File: src/rtl/sap_ram_arbiter.sv
// RAM port arbiter between the SAP CPU strobes and an external loader with burst limiting.
// Define SAP_RAM_ARB_READBACK_EN to let the loader read RAM; otherwise loader reads are rejected with ld_err.
module sap_ram_arbiter #(
    parameter int ADDR_W    = 4,
    parameter int DATA_W    = 8,
    parameter int MAX_BURST = 16
) (
    input  logic              clk,
    input  logic              reset,
    input  logic              cpu_maddr_latch,
    input  logic              cpu_ram_latch,
    input  logic              cpu_ram_out,
    input  logic [DATA_W-1:0] cpu_bus,
    input  logic              ld_req,
    input  logic              ld_valid,
    input  logic              ld_we,
    input  logic [ADDR_W-1:0] ld_addr,
    input  logic [DATA_W-1:0] ld_wdata,
    input  logic [DATA_W-1:0] ram_rdata,
    output logic [ADDR_W-1:0] ram_addr,
    output logic [DATA_W-1:0] ram_wdata,
    output logic              ram_we,
    output logic              cpu_stall,
    output logic              ld_gnt,
    output logic              ld_ack,
    output logic [DATA_W-1:0] ld_rdata,
    output logic              ld_err
);

    typedef enum logic [1:0] {
        ST_CPU,
        ST_WAIT,
        ST_LOAD,
        ST_HOLDOFF
    } state_t;

    localparam logic [7:0] BURST_LIMIT = 8'(MAX_BURST);

    state_t            state_q, state_d;
    logic [ADDR_W-1:0] mar_q;
    logic [7:0]        cnt_q, cnt_d;
    logic [DATA_W-1:0] rdata_q, rdata_d;
    logic              stall_q, gnt_q, ack_q, err_q, err_d;
    logic              accept, cpu_idle;

`ifndef SAP_RAM_ARB_READBACK_EN
    logic rdata_unused;
    assign rdata_unused = ^ram_rdata;
`endif

    always_comb begin
        state_d   = state_q;
        cnt_d     = 8'd0;
        rdata_d   = rdata_q;
        err_d     = 1'b0;
        ram_addr  = mar_q;
        ram_wdata = cpu_bus;
        ram_we    = cpu_ram_latch;
        accept    = (state_q == ST_LOAD) && ld_valid;
        cpu_idle  = !(cpu_maddr_latch || cpu_ram_latch || cpu_ram_out);

        case (state_q)
            ST_CPU: begin
                if (ld_req) state_d = ST_WAIT;
            end
            // The CPU keeps the RAM until its in-flight strobes are finished.
            ST_WAIT: begin
                if (!ld_req)       state_d = ST_CPU;
                else if (cpu_idle) state_d = ST_LOAD;
            end
            ST_LOAD: begin
                ram_addr  = ld_addr;
                ram_wdata = ld_wdata;
                ram_we    = ld_valid && ld_we;
                cnt_d     = accept ? cnt_q + 8'd1 : cnt_q;
                if (!ld_req)                                       state_d = ST_CPU;
                else if (accept && (cnt_q + 8'd1) == BURST_LIMIT)  state_d = ST_HOLDOFF;
                if (accept && !ld_we) begin
`ifdef SAP_RAM_ARB_READBACK_EN
                    rdata_d = ram_rdata;
`else
                    err_d   = 1'b1;
`endif
                end
            end
            ST_HOLDOFF: begin
                state_d = ST_CPU;
            end
            default: state_d = ST_CPU;
        endcase

        if (reset) ram_we = 1'b0;
    end

    always_ff @(posedge clk) begin
        if (reset) begin
            state_q <= ST_CPU;
            mar_q   <= '0;
            cnt_q   <= 8'd0;
            rdata_q <= '0;
            stall_q <= 1'b0;
            gnt_q   <= 1'b0;
            ack_q   <= 1'b0;
            err_q   <= 1'b0;
        end else begin
            state_q <= state_d;
            if (cpu_maddr_latch) mar_q <= cpu_bus[ADDR_W-1:0];
            cnt_q   <= cnt_d;
            rdata_q <= rdata_d;
            stall_q <= (state_d == ST_WAIT) || (state_d == ST_LOAD);
            gnt_q   <= (state_d == ST_LOAD);
            ack_q   <= accept;
            err_q   <= err_d;
        end
    end

    assign cpu_stall = stall_q;
    assign ld_gnt    = gnt_q;
    assign ld_ack    = ack_q;
    assign ld_rdata  = rdata_q;
    assign ld_err    = err_q;

endmodule

File: config.mk
export PLATFORM = sky130hd
export DESIGN_NAME = sap_ram_arbiter
export DESIGN_NICKNAME = d
export VERILOG_FILES = /design/src/rtl/sap_ram_arbiter.sv
export SDC_FILE = /design/constraint.sdc
export NUM_CORES = 1
export LEC_CHECK = 0
export CAP_MARGIN = 20
export CORE_ASPECT_RATIO = 0.75
export CORE_MARGIN = 4
export CORE_UTILIZATION = 40
export DETAILED_ROUTE_END_ITERATION = 12
export PLACE_DENSITY_LB_ADDON = 0.1
export SETUP_SLACK_MARGIN = 0.15
export SYNTH_ARGS = -nofsm -noshare
export SYNTH_HDL_FRONTEND = slang
export SYNTH_SLANG_ARGS = --single-unit
File: constraint.sdc
create_clock -name clk -period 4.55 [get_ports clk]
set_clock_uncertainty 0.2 [all_clocks]
set_input_delay 0.91 -clock clk [delete_from_list [all_inputs] [get_ports clk]]
set_output_delay 0.91 -clock clk [all_outputs]
set_load 0.02 [all_outputs]
== Word-level counts from Yosys, hierarchy flattened ==
Index checks and enable logic that the tools add are counted.

* $add $sub $neg: 1
* Equal/unequal tests: 6
* Multiplexer cells: 11
* Bitwise gates (word level): 1
* Reductions and logical operators: 10

{| class="wikitable"
|+ Operators by type and width
! cell !! number
|-
| two-way mux 2 bit || 5
|-
| adder 8 x 1 -> 8 bit, second input constant || 1
|-
| equality test 8 x 5 -> 1 bit, second input constant || 1
|-
| two-way mux 8 bit || 1
|-
| case mux 2 bit (4 select lines) || 1
|-
| equality test 2 bit, second input constant || 3
|-
| equality test 2 x 1 -> 1 bit, second input constant || 2
|-
| logical AND 1 bit || 4
|-
| two-way mux 4 bit || 1
|-
| logical OR 1 bit || 3
|-
| two-way mux 1 bit || 3
|-
| logical NOT 2 bit || 1
|-
| OR reduction 2 bit || 1
|-
| logical NOT 1 bit || 1
|-
| inverter 1 bit || 1
|}

* Register bits after elaboration: 18
* Output and inout port bits: 25
* Logic and storage cells: 36

== Logic depth before layout (Yosys ltp) ==
* Depth after elaboration: 8
* Mapped depth: 7
* Gate-level depth less buffers: 7

== Worst setup path before layout ==
Ideal clock, no wire load.

* Path type: input -> output
* From: input ld_valid
* To: output ram_we
* Data arrival time: 1.518 ns
* Data required time: 3.440 ns
* Path slack: 1.922 ns
* Stages on the path: 3
* Buffers on the path: 1
* Cell sequence: buf_2 -> nand3_1 -> a21oi_1

* Cells in the longest elaborated chain, start to end: 3

{| class="wikitable"
|+ Ends and longest elaborated chain
! element !! RTL line !! RTL
|-
| from (decl) || 15 || <nowiki>input logic ld_valid,</nowiki>
|-
| logical AND 1 bit || 74 || <nowiki>ram_we = ld_valid && ld_we;</nowiki>
|-
| two-way mux 1 bit || 62 || <nowiki>case (state_q)</nowiki>
|-
| two-way mux 1 bit || 92 || <nowiki>if (reset) ram_we = 1'b0;</nowiki>
|-
| to (decl) || 22 || <nowiki>output logic ram_we,</nowiki>
|}

Every way passes these cells.

== Final worst setup path ==
Ends and elaborated chain as after synthesis.

==> impl_metrics.csv <==
group,metric,value,unit
status,run_status,"finished clean",
cts,tritoncts.num_buffers,3,
finish,register_area,360.3,um^2
grt,maximum_number_of_pins_on_one_net_before_global_route_repair,16,
worst_setup_path,timing.critical_path.slowest_stage_cell,"clkdlybuf4s50_1",
die,initial_core_utilization,0.4365,
cts,worst_setup_hold_path_clk_slew,0.09,ns
sta,timing.fmax,0.2746,GHz
sta,maxSlewViolCount,0,
finish,nNetsFinal,195,
finish,num-fill-cells,206,
drt,first_pass_iters,4,
finish,layout-drive-gt1-share,0.1169,
finish,antennaDiodeCount,0,
finish,synthToLayoutAreaGrowth,42.60,%
cts,cts_tree,"built",
yosys,yosysWarnings,0,
hold_path,min-delay-path-class,"reg2reg",
finish,final_cells,188,
drt,drc,0,
worst_setup_path,critPathCaptureType,"primary output",
sta,postLayoutSetupSlackWorst,0.9078,ns
cts,clock_tree.root_cell,"clkbuf_4",
die,ioPinCount,61,
sta,finalSetupTns,0,ns
worst_setup_path,setup.worst_path.class,"in2out",
power_and_ir_drop,power_density_over_the_cells,207.9,nW/um^2
drt,post_detailed_route_wirelength_per_cell,13.53,um
worst_setup_path,worst_path_most_repeated_cell,"clkdlybuf4s50_1",
grt,global_route.overflow_total,0,
grt,gr-usage-all-layers,0.1463,
worst_setup_path,critical_path_arrival,2.53,ns
finish,area_of_combinational_cells_with_multiple_inputs,618.1,um^2
grt,initial_antenna_violation_count,0,
power_and_ir_drop,leakage,0.5738,nW
grt,grt_pass1_vias,847,
cts,maximum_count_of_clock_buffers_along_a_single_path,2,
drt,met3_wirelength,257,um
grt,wire_length_of_the_first_global_routing_pass,3.857,mm
worst_setup_path,worstSetupStartpointType,"primary input",
finish,final_cell_area,1495,um^2
sta,rsz0062_at_grt,"no",
drt,drt_wl_total,2.543,mm
worst_setup_path,worst_path_required_time,3.44,ns
flow_run,max-cap-violations,0,
power_and_ir_drop,max-vdd-ir-drop,0.1911,mV
drt,antenna_left,0,
worst_setup_path,crit_chain,"clkdlybuf4s50_1 -> nand3_1 -> a21oi_1 -> clkdlybuf4s50_1",
cts,postCtsHoldBufs,0,
drt,top_layer_used,"met4",
sta,period_needed,3.642,ns
die,placeable_core_area,2402,um^2
place,dp_worst_setup_slack,0.9115,ns
die,floorplan.die.height,52.34,um
yosys,number_of_distinct_library_cell_variants_in_the_gate_level_netlist_after_synthesis,29,
drt,vias_per_cell,4.745,
yosys,post_synth_instance_area,1049,um^2
sta,min_period_over_period,0.8005,
drt,dr_total_vias,892,
power_and_ir_drop,design_power_total,310.9,uW
worst_setup_path,path_delay_family,"buffers and inverters",
sta,setup_viol,0,
yosys,synth.ff_latch_count,18,
cts,postCtsResizedCells,0,
die,fp.dieW,67.12,um
sta,report.final.hold_viol_count,0,
worst_setup_path,critical_path.max_fanout,8,
cts,clk-insertion-delay-late,0.29,ns
die,die_area,3513,um^2
cts,cts_h_tree_depth,1,
place,dp.cells,185,
place,gp_congestion,0.8285,
drt,met2RoutedLength,1.155,mm
cts,cts.sink_count,18,
place,buffer_ports.inserted,44,
worst_setup_path,worst-path-buf-inv,2,
yosys,synth-seq-area-share,0.3437,
drt,route.layer.met1.wl,1.111,mm
place,postPlaceCellArea,1473,um^2
worst_setup_path,crit_path_max_incr_delay,0.68,ns
cts,post_cts_buffers,0,
yosys,netlist_instances,114,
die,placement_rows,15,
drt,detailedRoute.firstIterationViolations,14,
place,post-dp-hpwl,1.978,mm
yosys,postSynthAreaPerCell,9.197,um^2
==> worst register-to-register path, cell delays in order (launching register included) <==
cell      delay [ns]
dfxtp_1         0.45
ha_1            0.31
and3_1          0.19
o2111a_1        0.19
a21oi_1         0.06
o32a_1          0.37
ha_1            0.31
nor2_1          0.10
==> flip-flops by register name, indices dropped and copies added, names as in the netlist <==
signal     cells
cnt_q          8
mar_q          4
state_q        2
cpu_stall      1
ld_ack         1
ld_err         1
ld_gnt         1
==> Yosys cell counts <==
cell      number  share of area
dfxtp_1       18           0.34
mux2_2        12           0.13
nor2_1        12          0.043
buf_4          8          0.057
mux2i_1        6          0.057
nand2_1        6          0.021
buf_2          5          0.024
nand2b_1       5          0.030
nor3_1         5          0.024
a21oi_1        4          0.019
nor2b_1        4          0.024
ha_1           3          0.036
nand4_1        3          0.018
or3_1          3          0.018
xor2_1         3          0.025
clkbuf_1       2         0.0072
o21ai_0        2         0.0095
xnor2_1        2          0.017
a31oi_1        1         0.0060
and3_1         1         0.0060
and4_1         1         0.0084
conb_1         1         0.0036
inv_1          1         0.0036
nand3_1        1         0.0048
nor4b_4        1          0.023
o2111a_1       1          0.011
o21a_1         1         0.0072
o32a_1         1         0.0095
o41ai_2        1          0.016
==> layout make-up <==
| cell class | instances | share of cell area |
|---|---|---|
| tap | 34 | 0.02845 |
| inverter | 1 | 0.002510 |
| sequential | 18 | 0.2410 |
| clock buffer | 3 | 0.01506 |
| multi-input combinational | 87 | 0.4134 |
| timing repair buffer | 45 | 0.2996 |
==> cells by family (layout without fill, tap and decap cells) <==
| family | Yosys count | count (layout) | synth area share |
|---|---|---|---|
| compound gates | 11 | 11 | 0.07758 |
| xor+xnor | 5 | 5 | 0.04177 |
| fa+ha+maj | 3 | 3 | 0.03580 |
| buf+inv | 16 | 49 | 0.09188 |
| flops | 18 | 18 | 0.3437 |
| mux | 18 | 18 | 0.1862 |
| other cells | 1 | 8 | 0.003577 |
| simple gates | 42 | 42 | 0.2196 |
==> path summary, 6_finish.rpt <==
kind,from,endpoint,slack (ns),cells past startpoint
setup / recovery,ld_valid,ram_we,0.91,4
hold / removal,mar_q[3],mar_q[3],0.30,2
setup reg to reg,cnt_q[1],cpu_stall,2.30,7
hold reg to reg,mar_q[3],mar_q[3],0.30,2
==> where the power goes <==
group / internal [mW] / switching [mW]
logic: 0.0417 / 0.0313
clock network: 0.0308 / 0.0451
registers: 0.161 / 0.00130
total: 0.233 / 0.0777
==> stage by stage <==
stage / hold WS (ns) / util
after floorplan: 0.2561 / -
after global placement: 0.2760 / 0.6130
after detailed placement: 0.2798 / 0.6130
after CTS: 0.3048 / 0.6224
after global routing: 0.3447 / 0.6224
final: 0.2978 / 0.6224
==> layout by cell type (no fill, tap or decap), types with 4 or more instances in the layout <==
master	count
nand2_1	6
conb_1	8
mux2_2	12
nor3_1	5
clkdlybuf4s50_1	44
mux2i_1	6
dfxtp_1	18
nand2b_1	5
a21oi_1	4
nor2b_1	4
nor2_1	12
==> layer usage <==
layer,GRT usage,up-vias
met4,0.03030,0
met3,0.05365,2
met2,0.2512,40
li1,-,458
met1,0.1740,392
met5,0,-
(Power assumes the default switching activity.)
